**src/rtl/seq_alu.sv**
```systemverilog
// Registered ALU with a multi-cycle unsigned shift-add multiplier.
// Single-cycle ops complete one clock after START; MUL takes WIDTH clocks.
module seq_alu #(
  parameter int WIDTH = 8
) (
  input  logic             CLK,
  input  logic             RESET_N,
  input  logic             START,
  input  logic [2:0]       OP,
  input  logic [WIDTH-1:0] INPUTA,
  input  logic [WIDTH-1:0] INPUTB,
  input  logic             SC_IN,
  output logic             BUSY,
  output logic             DONE,
  output logic [WIDTH-1:0] OUT,
  output logic [WIDTH-1:0] OUT_HI,
  output logic             SC_OUT,
  output logic             ZERO,
  output logic             BEVEN
);

  localparam int CW = (WIDTH > 2) ? $clog2(WIDTH) : 1;

  typedef enum logic [2:0] {
    OP_ADD = 3'd0,
    OP_LSH = 3'd1,
    OP_RSH = 3'd2,
    OP_XOR = 3'd3,
    OP_AND = 3'd4,
    OP_SUB = 3'd5,
    OP_MUL = 3'd6,
    OP_NOP = 3'd7
  } op_t;

  typedef enum logic {
    IDLE,
    MUL_RUN
  } state_t;

  state_t             state, state_next;
  op_t                op;
  logic               accept;
  logic               finish;
  logic [WIDTH-1:0]   alu_lo;
  logic               alu_c;
  logic [WIDTH:0]     sum;
  logic [2*WIDTH-1:0] mcand;
  logic [WIDTH-1:0]   mplier;
  logic [2*WIDTH-1:0] acc;
  logic [2*WIDTH-1:0] acc_next;
  logic [CW-1:0]      cnt;

  assign op = op_t'(OP);

  // Multiplier partial-product step: add the shifted multiplicand when the current B bit is set.
  assign acc_next = acc + (mplier[0] ? mcand : '0);

  // BUSY covers the MUL cycles after the first one; the cycle right after START still ignores
  // new requests because the state is already MUL_RUN.
  assign BUSY = (state == MUL_RUN) && (cnt != '0);

  // Single-cycle datapath: result and shift/carry-out for every non-MUL opcode.
  always_comb begin
    // NOTE: every combinational output gets a default first so no path leaves it unassigned,
    // which would otherwise infer a latch.
    alu_lo = '0;
    alu_c  = 1'b0;
    sum    = '0;
    case (op)
      OP_ADD: begin
        sum             = {1'b0, INPUTA} + {1'b0, INPUTB} + (WIDTH+1)'(SC_IN);
        {alu_c, alu_lo} = sum;
      end
      OP_SUB: begin
        sum             = {1'b0, INPUTA} + {1'b0, ~INPUTB} + (WIDTH+1)'(SC_IN);
        {alu_c, alu_lo} = sum;
      end
      OP_LSH:  {alu_c, alu_lo} = {INPUTA, SC_IN};
      OP_RSH:  {alu_lo, alu_c} = {SC_IN, INPUTA};
      OP_XOR:  alu_lo = INPUTA ^ INPUTB;
      OP_AND:  alu_lo = INPUTA & INPUTB;
      default: alu_lo = '0;
    endcase
  end

  // Next-state logic: decide whether a request is accepted and when a MUL completes.
  always_comb begin
    state_next = state;
    accept     = 1'b0;
    finish     = 1'b0;
    case (state)
      IDLE: begin
        if (START) begin
          if (op == OP_MUL) state_next = MUL_RUN;
          else              accept     = 1'b1;
        end
      end
      MUL_RUN: begin
        if (cnt == CW'(WIDTH-1)) begin
          state_next = IDLE;
          finish     = 1'b1;
        end
      end
      default: state_next = IDLE;
    endcase
  end

  // State register.
  always_ff @(posedge CLK) begin
    // NOTE: sequential state uses non-blocking assignments so every register samples
    // pre-edge values regardless of statement order.
    if (!RESET_N) state <= IDLE;
    else          state <= state_next;
  end

  // Multiplier iteration registers and result/flag registers.
  always_ff @(posedge CLK) begin
    if (!RESET_N) begin
      mcand  <= '0;
      mplier <= '0;
      acc    <= '0;
      cnt    <= '0;
      DONE   <= 1'b0;
      OUT    <= '0;
      OUT_HI <= '0;
      SC_OUT <= 1'b0;
      ZERO   <= 1'b0;
      BEVEN  <= 1'b0;
    end else begin
      DONE <= accept | finish;

      if (state == IDLE && START && op == OP_MUL) begin
        mcand  <= {{WIDTH{1'b0}}, INPUTA};
        mplier <= INPUTB;
        acc    <= '0;
        cnt    <= '0;
      end else if (state == MUL_RUN) begin
        acc    <= acc_next;
        mcand  <= mcand << 1;
        mplier <= mplier >> 1;
        cnt    <= cnt + CW'(1);
      end

      if (accept) begin
        OUT    <= alu_lo;
        OUT_HI <= '0;
        SC_OUT <= alu_c;
        ZERO   <= (alu_lo == '0);
        BEVEN  <= ~alu_lo[0];
      end else if (finish) begin
        {OUT_HI, OUT} <= acc_next;
        SC_OUT        <= 1'b0;
        ZERO          <= (acc_next == '0);
        BEVEN         <= ~acc_next[0];
      end
    end
  end

endmodule

```
**config.mk**
```make
export PLATFORM = sky130hd
export DESIGN_NAME = seq_alu
export DESIGN_NICKNAME = d
export VERILOG_FILES = /design/src/rtl/seq_alu.sv
export SDC_FILE = /design/constraint.sdc
export NUM_CORES = 1
export LEC_CHECK = 0
export ABC_AREA = 1
export BUFFER_PORTS_ARGS = -buffer_cell sky130_fd_sc_hd__buf_2
export CAP_MARGIN = 15
export CORE_UTILIZATION = 45
export DETAILED_ROUTE_END_ITERATION = 6
export GPL_TIMING_DRIVEN = 1
export SYNTH_ARGS = -nofsm -noshare
export SYNTH_HDL_FRONTEND = slang
export SYNTH_SLANG_ARGS = --single-unit
```
**constraint.sdc**
```tcl
create_clock -name CLK -period 2.7 [get_ports CLK]
set_input_delay 0 -clock CLK [delete_from_list [all_inputs] [get_ports CLK]]
set_output_delay 0 -clock CLK [all_outputs]
set_load 0.03 [all_outputs]
```
Word-level counts from Yosys, hierarchy flattened
Cells that the tools add are included.
- output and inout bits: 21
- bits in registers: 64
- mux-type cells: 24
- add/subtract/negate cells: 6
- reductions and logical operators: 11
- bitwise operators: 8
- equal/unequal tests: 7
- operator list (cell ; count):
    $mux W8 ; 6
    $pmux W8 S6 ; 1
    $add A8 B8 Y9 ; 2
    $add A9 B1 Y9 ; 2
    $add A16 B16 Y16 ; 1
    $logic_not A16 Y1 ; 1
    $mux W16 ; 1
    $mux W1 ; 14
    $eq A3 B3 Y1 const B ; 4
    $and A8 B8 Y8 ; 1
    $logic_not A8 Y1 ; 1
    $not A8 Y8 ; 1
    $xor A8 B8 Y8 ; 1
    $eq A3 B2 Y1 const B ; 2
    $not A1 Y1 ; 4
    $pmux W1 S4 ; 1
    $reduce_bool A2 Y1 ; 2
    $reduce_or A2 Y1 ; 2
    $add A3 B1 Y3 const B ; 1
    $eq A3 B1 Y1 const B ; 1
    $logic_and A1 B1 Y1 ; 3
    $logic_not A3 Y1 ; 1
    $reduce_bool A3 Y1 ; 1
    $pmux W1 S2 ; 1
    $or A1 B1 Y1 ; 1

Logic depth before layout (Yosys ltp)
Gate-level depths: netlist of the first run.
- word-level depth: 6
- depth in mapped cells: 19

Worst setup path after synthesis of the first run
Ideal clock, no wire load.
- path kind: register to register
- from: register mplier[0]
- to: register ZERO
- arrival: 2.413 ns
- setup time: 0.064 ns
- stages on the path, launching flop included: 17
- buffers on the path: 2
- slack: 0.223 ns
- period minus slack after synthesis: 2.477 ns
- cell sequence: dfxtp_1 clkbuf_1 clkbuf_1 nand2_1 inv_1 ha_1 fa_1 or2_2 nor2_1 nand3_1 nor2_1 nand3_1 nor2_1 nand2_1 nor2_1 nor2_1 nor2_1
- cells in the longest elaborated chain, start to end: 5
- RTL lines (what ; line ; RTL):
    start: declaration ; 48 ; logic [WIDTH-1:0] mplier;
    start signal: assignment ; 140 ; mplier <= mplier >> 1;
    $mux W16 ; 56 ; assign acc_next = acc + (mplier[0] ? mcand : '0);
    $add A16 B16 Y16 ; 56 ;
    named net acc_next[1] ; 50 ; logic [2*WIDTH-1:0] acc_next;
    $logic_not A16 Y1 ; 153 ; ZERO <= (acc_next == '0);
    $mux W1 ; 150 ; end else if (finish) begin
    $mux W1 ; 144 ; if (accept) begin
    end signal: assignment ; 148 ; ZERO <= (alu_lo == '0);
    end signal: assignment ; 153 ;
    end: declaration ; 18 ; output logic ZERO,
The timed path passes the listed nets, and every way through them passes these cells. The select of a mux whose other input is x is not followed.
A chain may end at the register's enable or synchronous reset.

Worst setup path after layout of the first run
- from: input INPUTA[0]
- to: register ZERO
- cells in the longest elaborated chain, start to end: 5
- RTL lines (what ; line ; RTL):
    start: declaration ; 10 ; input logic [WIDTH-1:0] INPUTA,
    $add A8 B8 Y9 (on tied branches) ; 75, 71 ;
    $add A9 B1 Y9 (on tied branches) ; 75, 71 ;
    $pmux W8 S6 (*) ; 69 ; case (op)
    $logic_not A8 Y1 (*) ; 148 ;
    $mux W1 (*) ; 144 ;
Every way passes the cells marked *; elsewhere a longest branch is shown, timed or not.

==> metrics.md, run 1 <==
| Metric | Value |
|---|---|
| Status | completed |
| Post-Synthesis Cells | slightly below 800 |
| Total congestion overflow | 0 |
| Number of cells on the worst hold path | 5 |
| Worst-path cell chain | dlygate4sd3_1 -> buf_2 -> inv_2 -> fa_1 -> fa_2 -> nor2_1 -> nand2_1 -> nand2_1 -> nand2_1 -> nand3_1 -> nand3_1 -> nor2_1 -> nand2_1 -> nor2_1 -> nand2_1 -> nand2_1 -> nor2_1 -> nor2_1 |
| Clk_skew | 0.0128 ns |
| Longest Clk Path Bufs | 2 |
| Period utilisation layout | 0.925 |
| Final net count | 874 |
| Die Y | 106 um |
| Clk slew on worst S/H paths | 0.07 ns |
| Pint | ~1500 uW |
| Switching share of total power | 0.321 |
| CP peak stage delay | between 0.5 and 0.6 ns |
| WL/cell | around 14 um |
| Total die area | about 11000 um2 |
| Htree depth | 3 |
| Pre-CTS setup slack | about 0.3 ns |
| First drt pass iteration count | 5 |
| RR Startpoint | mplier[0]$_SDFFE_PN0P_ |
| Ports | 44 |
| Top delay family on crit path | simple AND/OR/NAND/NOR gates |
| Number of synthesized flops with an enable pin | 0 |
| Leakage power | 0.00294 uW |
| First-pass GRT wire length | 22600 um |
| Setup bufs post-CTS | 0 |
| Initial antenna violation count | 0 |
| Antenna Nets Post-Route | 0 |
| #FFs+latches synth | 64 |
| Layout cells sized above 1 | 0.111 |
| Arr. time, crit path | approximately 2.8 ns |
| Starting Density | 0.465 |
| Net switching power | around 730 uW |
| DRT Wirelength | ~13000 um |
| Top cell by count, worst path | nand2_1 |
| Syn avg cell area | around 6.2 um2 |
| CTS Buf Count | 9 |
| HPWL Detailed | ~10000 um |
| Vias per cell | a little over 5 |
| Max-cap violations | 0 |
| Core footprint | a little over 10000 um2 |
| Max VDD drop | 0.258 mV |
| Storage element area | 1280 um2 |
| Async SR Flop Fraction | 0 |
| Fin. max-slew vios | 0 |
| Seq pwr share | 0.436 |
| Ys flop type | dfxtp_1 |
| Largest net degree at the start of global routing | 48 |
| Startpoint Class | input port |
| Multi-input logic area | between 2000 and 3000 um2 |
| Min setup slack post-route | between 0.2 and 0.25 ns |
| Nature of the critical path endpoint | flip-flop |
| Skew-Pair Late Insertion Delay | between 0.3 and 0.4 ns |
| Vias in the first global route | roughly 4600 |
| DR vias | 4907 |
| Fillers | roughly 1100 |
| Fin crit period | roughly 2.5 ns |
| Clock Root Buffer | clkbuf_8 |
| Hold Startpoint | INPUTB[1] |
| Synth warnings | 0 |
| Placed insts | ~940 |
| Worst slew margin | 0.364 |
| Fin Setup TNS | 0 ns |
| Reg2Reg Setup Slack | 0.23 ns |
| Area growth from synthesis to layout | 11.0% |
| Worst hold slack | between 0.04 and 0.05 ns |
| Unrepaired setup endpoints after global routing | false |
| Worst Tran Pin Value | about 0.95 ns |
| Distinct cells, synth | 35 |
| RR Endpoint | ZERO$_SDFFE_PN0P_ |
| CTS sink cnt | 64 |
| Worst path buffer plus inverter count | 3 |
| GRT Overall Usage | 0.256 |
| Residual DRC | 0 |
| CTS tree | yes |
| FMAX | around 400 MHz |
| Die W | between 100 and 150 um |
| Req. time, crit path | roughly 3 ns |
| Clock Power Share | 0.364 |
| Final GP Congestion | ~0.92 |
| Final Non-Filler Cells | 954 |
| Comb pwr share | 0.200 |
| Worst hold path type | input port to flip-flop |
| Final number of hold-violating endpoints | 0 |
| Worst reg2reg path depth | 14 |
| Register area share after synthesis | 0.265 |
| Setup violations, final | 0 |
| CP max stage cell | dlygate4sd3_1 |
| Syn Std Cell Area | approximately 4800 um2 |
| WHS Endpoint | mplier[1]$_SDFFE_PN0P_ |
| Site Rows | 37 |
| Critical path fanouts, max | 4 |
| Buffers on Ports | between 40 and 50 |
| Setup CP Type | input port to flip-flop |
| Mapped Nets | 840 |
| Starting DRT DRC Count | about 360 |
| Total power per unit cell area | 423 nW/um2 |
through the flow:
step | power, uW | utilization | cell area, um2
global placement | 1450 | 0.495 | 5130
global route | 2400 | 0.516 | 5350
finish | 2270 | 0.516 | 5360
CTS | 2280 | 0.515 | 5350
detailed placement | 1450 | 0.495 | 5130
floorplan | 1320 | - | 4830
synth_stat cells (all sizes together) (3+ instances only):
cell	n	share of area
fa	5	0.021
nand4	6	0.0078
nand3	68	0.074
a21oi	45	0.047
xor2	3	0.0054
dfxtp	64	0.27
o221ai	3	0.0054
ha	34	0.088
a22oi	4	0.0062
buf	13	0.014
nand3b	7	0.011
clkbuf	14	0.011
o21ai	24	0.025
o211ai	27	0.042
o22ai	6	0.0078
nand2	238	0.19
inv	140	0.11
nor2	67	0.059
tightest hold or removal path, delay by kind of cell:
kind	cells	cell delay, ns
AO/OA/AOI/OAI	2	0.15
buffers and inverters	2	0.16
AND/OR/NAND/NOR	1	0.05
worst max path at each step:
stage	from	to	slack, ns	cells past startpoint
2_1_floorplan	mplier[0]$_SDFFE_PN0P_	ZERO$_SDFFE_PN0P_	0.22	16
3_3_place_gp	mplier[0]$_SDFFE_PN0P_	ZERO$_SDFFE_PN0P_	0.29	14
3_5_place_dp	mplier[0]$_SDFFE_PN0P_	ZERO$_SDFFE_PN0P_	0.30	14
4_1_cts	INPUTA[0]	ZERO$_SDFFE_PN0P_	0.13	18
5_1_grt	mplier[0]$_SDFFE_PN0P_	ZERO$_SDFFE_PN0P_	0.04	17
6_report	INPUTA[0]	ZERO$_SDFFE_PN0P_	0.20	18
power groups by stage:
| stage | combinational, uW | sequential, uW | clock, uW |
|---|---|---|---|
| finish | 453 | 989 | 826 |
| global route | 509 | 992 | 895 |
| CTS | 445 | 989 | 848 |
| detailed placement | 440 | 1010 | 0 |
| global placement | 436 | 1010 | 0 |
| floorplan | 292 | 1030 | 0 |
final cells by class:
cell class / count / share of cell area
Timing Repair Buffer: 50 / 0.0509
Antenna cell: 1 / 0.000467
Clock buffer: 9 / 0.0231
Inverter: 140 / 0.0986
Multi-Input combinational cell: 547 / 0.542
Tap cell: 136 / 0.0318
Clock inverter: 7 / 0.0136
Sequential cell: 64 / 0.239
logic make-up (layout without fill, tap and decap cells):
group | count (synthesis) | in the layout | synth area share
AOI/OAI and AO/OA | 115 | 115 | 0.143
xor gates and xnor gates | 3 | 3 | 0.00545
adders and majority gates | 39 | 39 | 0.109
buffers and inverters | 167 | 206 | 0.135
DFF | 64 | 64 | 0.265
other | 0 | 1 | 0
and+or+nand+nor | 390 | 390 | 0.343
per-layer routing:
metal | vias up | wire length (um) | track usage | share of wire
met2 | 124 | 5670 | 0.385 | 0.43
met3 | 14 | 659 | 0.0464 | 0.050
met4 | 0 | 185 | 0.0734 | 0.014
met5 | - | 0 | 0 | 0
li1 | 2543 | - | - | -
met1 | 2226 | 6760 | 0.373 | 0.51
registers in the layout, summed over array words and instances, names as in the netlist:
signal,cells
DONE,1
BEVEN,1
ZERO,1
OUT,8
OUT_HI,8
cnt,3
state,1
acc,16
mplier,8
mcand,16
SC_OUT,1
placed cells by master (no fill, tap or decap), drive strengths merged, types with 7 or more instances in the layout:
cell type,n
o211ai,27
o21ai,24
inv,140
a21oi,45
buf,48
nand3b,7
nand2,238
ha,34
nor2,67
nand3,68
dfxtp,64
clkbuf,9
repair_timing:
action | 4_1_cts | 5_1_grt
hold buffers | 2 | 0
endpoints found under the hold margin | 2 | 0
gates resized for setup | 0 | 3
endpoints found under the setup margin | 0 | 2
Note: power is estimated with default switching activity, not from simulation.
==> inputs of run 2 (changes only) <==
--- a/config.mk
+++ b/config.mk
@@ -9,6 +9,7 @@
 export BUFFER_PORTS_ARGS = -buffer_cell sky130_fd_sc_hd__buf_2
 export CAP_MARGIN = 15
 export CORE_UTILIZATION = 45
+export CTS_BUF_LIST = sky130_fd_sc_hd__clkbuf_2
 export DETAILED_ROUTE_END_ITERATION = 6
 export GPL_TIMING_DRIVEN = 1
 export SYNTH_ARGS = -nofsm -noshare
==> metrics.md, run 2 (same netlist as run 1, synthesis figures left out) <==
| Metric | Value |
|---|---|
| Arr. time, crit path | 2.94 ns |
| CP max stage cell | dlygate4sd3_1 |
| Total congestion overflow | 0 |
| Placed insts | between 900 and 1000 |
| GRT Overall Usage | 0.255 |
| Fin. max-slew vios | 0 |
| Total power per unit cell area | approximately 380 nW/um2 |
| Total die area | between 10000 and 15000 um2 |
| Starting Density | 0.465 |
| Setup violations, final | 0 |
| CTS tree | yes |
| Die Y | approximately 110 um |
| Max-cap violations | 0 |
| Final GP Congestion | around 0.9 |
| DR vias | between 4000 and 5000 |
| HPWL Detailed | between 10000 and 15000 um |
| Startpoint Class | input port |
| Worst hold path type | input port to flip-flop |
| Reg2Reg Setup Slack | between 0.2 and 0.3 ns |
| Period utilisation layout | 0.921 |
| Nature of the critical path endpoint | flip-flop |
| CTS Buf Count | 9 |
| RR Startpoint | mplier[0]$_SDFFE_PN0P_ |
| Final Non-Filler Cells | between 900 and 1000 |
| Leakage power | around 0.003 uW |
| Worst Tran Pin Value | between 0.9 and 1 ns |
| Post-CTS Resized | 0 |
| Largest net degree at the start of global routing | 48 |
| Max VDD drop | ~0.25 mV |
| Vias per cell | 5.09 |
| Number of cells on the worst hold path | 5 |
| WL/cell | approximately 14 um |
| Ports | 44 |
| ANT cells | 0 |
| Clk slew on worst S/H paths | 0.19 ns |
| Residual DRC | 0 |
| Req. time, crit path | 3.16 ns |
| RR Endpoint | ZERO$_SDFFE_PN0P_ |
| First drt pass iteration count | 6 |
| CP peak stage delay | around 0.52 ns |
| Htree depth | 3 |
| Layout cells sized above 1 | 0.106 |
| Unrepaired setup endpoints after global routing | false |
| Min setup slack post-route | 0.213 ns |
| DRT Wirelength | roughly 13000 um |
| Top cell by count, worst path | nand2_1 |
| Vias in the first global route | 4648 |
| Critical path fanouts, max | 4 |
| Core footprint | a little over 10000 um2 |
| Worst hold slack | around 0.054 ns |
| Most common cell after layout, fill and taps aside | nand2_1 |
| Area growth from synthesis to layout | 11.8% |
| Final number of hold-violating endpoints | 0 |
| Skew-Pair Late Insertion Delay | 0.51 ns |
| Fin Setup TNS | 0 ns |
| Clk_skew | between 0.03 and 0.04 ns |
| Fin crit period | 2.49 ns |
| Pre-CTS setup slack | roughly 0.3 ns |
| Hold buffer count at CTS | 15 |
| Worst reg2reg path depth | 14 |
| Clock Root Buffer | clkbuf_2 |
| Buffers on Ports | 43 |
| Fillers | ~1100 |
| CTS sink cnt | between 60 and 70 |
| FMAX | slightly above 400 MHz |
| Hold Startpoint | INPUTA[1] |
| Commonest cells after routing, fill and taps aside | nand2_1, inv_1, nand3_1 |
| Worst slew margin | 0.360 |
| WHS Endpoint | mcand[1]$_SDFFE_PN0P_ |
| First-pass GRT wire length | 22600 um |
| Site Rows | 37 |
| Setup CP Type | input port to flip-flop |
| Longest Clk Path Bufs | 2 |
| Initial antenna violation count | 0 |
| Antenna Nets Post-Route | 0 |
| Biggest regs | acc: 16 flops, mcand: 16 flops |
| Final net count | 887 |
| Worst-path cell chain | dlygate4sd3_1 -> buf_2 -> inv_1 -> fa_1 -> fa_1 -> nor2_1 -> nand2_1 -> nand2_1 -> nand2_1 -> nand2_1 -> nand2_1 -> nand3_1 -> nand3_1 -> nor2_1 -> nand2_1 -> nand2_1 -> nor2_1 -> nor2_1 |
| Status | completed |
| Starting DRT DRC Count | 388 |
| Setup bufs post-CTS | 0 |
| Die W | 106 um |
==> run 2: cell type report <==
type                       instances  area, um2  area share
multi-input combinational        547       2900       0.537
sequential                        64       1280       0.238
inverter                         140        528      0.0978
timing repair buffer              63        403      0.0747
tap                              136        170      0.0315
clock inverter                     7       72.6      0.0134
clock buffer                       9       45.0     0.00835
==> run 2: worst max path at each step <==
stage | slack, ns | start | endpoint | cells past startpoint
after floorplan | 0.22 | mplier[0]$_SDFFE_PN0P_ | ZERO$_SDFFE_PN0P_ | 16
after global placement | 0.29 | mplier[0]$_SDFFE_PN0P_ | ZERO$_SDFFE_PN0P_ | 14
after detailed placement | 0.30 | mplier[0]$_SDFFE_PN0P_ | ZERO$_SDFFE_PN0P_ | 14
after CTS | 0.30 | mplier[0]$_SDFFE_PN0P_ | ZERO$_SDFFE_PN0P_ | 14
after global routing | 0.05 | mplier[0]$_SDFFE_PN0P_ | ZERO$_SDFFE_PN0P_ | 17
final | 0.21 | INPUTA[0] | ZERO$_SDFFE_PN0P_ | 18
==> run 2: metrics by stage <==
step / utilization / area, um2 / power, uW
finish: 0.520 / 5400 / 2050
CTS: 0.520 / 5400 / 2060
detailed placement: 0.495 / 5130 / 1450
global placement: 0.495 / 5130 / 1450
floorplan: - / 4830 / 1320
global route: 0.520 / 5400 / 2170
==> run 2: report_power, final <==
part           internal [uW]  switching, uW  leakage [uW]
clock network            213            379     0.0000679
logic                    154            310       0.00237
registers                974           17.8      0.000519
total                   1340            706       0.00296
==> run 2: per-layer routing <==
layer / wire, um / global-route usage / part of all wire
met3: 753 / 0.0427 / 0.057
met2: 5660 / 0.389 / 0.43
met1: 6680 / 0.372 / 0.50
met5: 0 / 0 / 0
met4: 191 / 0.0645 / 0.014
==> run 2: worst max-delay path, delay by kind of cell <==
kind	cells	cell delay, ns
buffers and inverters	3	0.82
adder cells (fa/ha/maj)	2	0.90
AND/OR/NAND/NOR	13	1.23
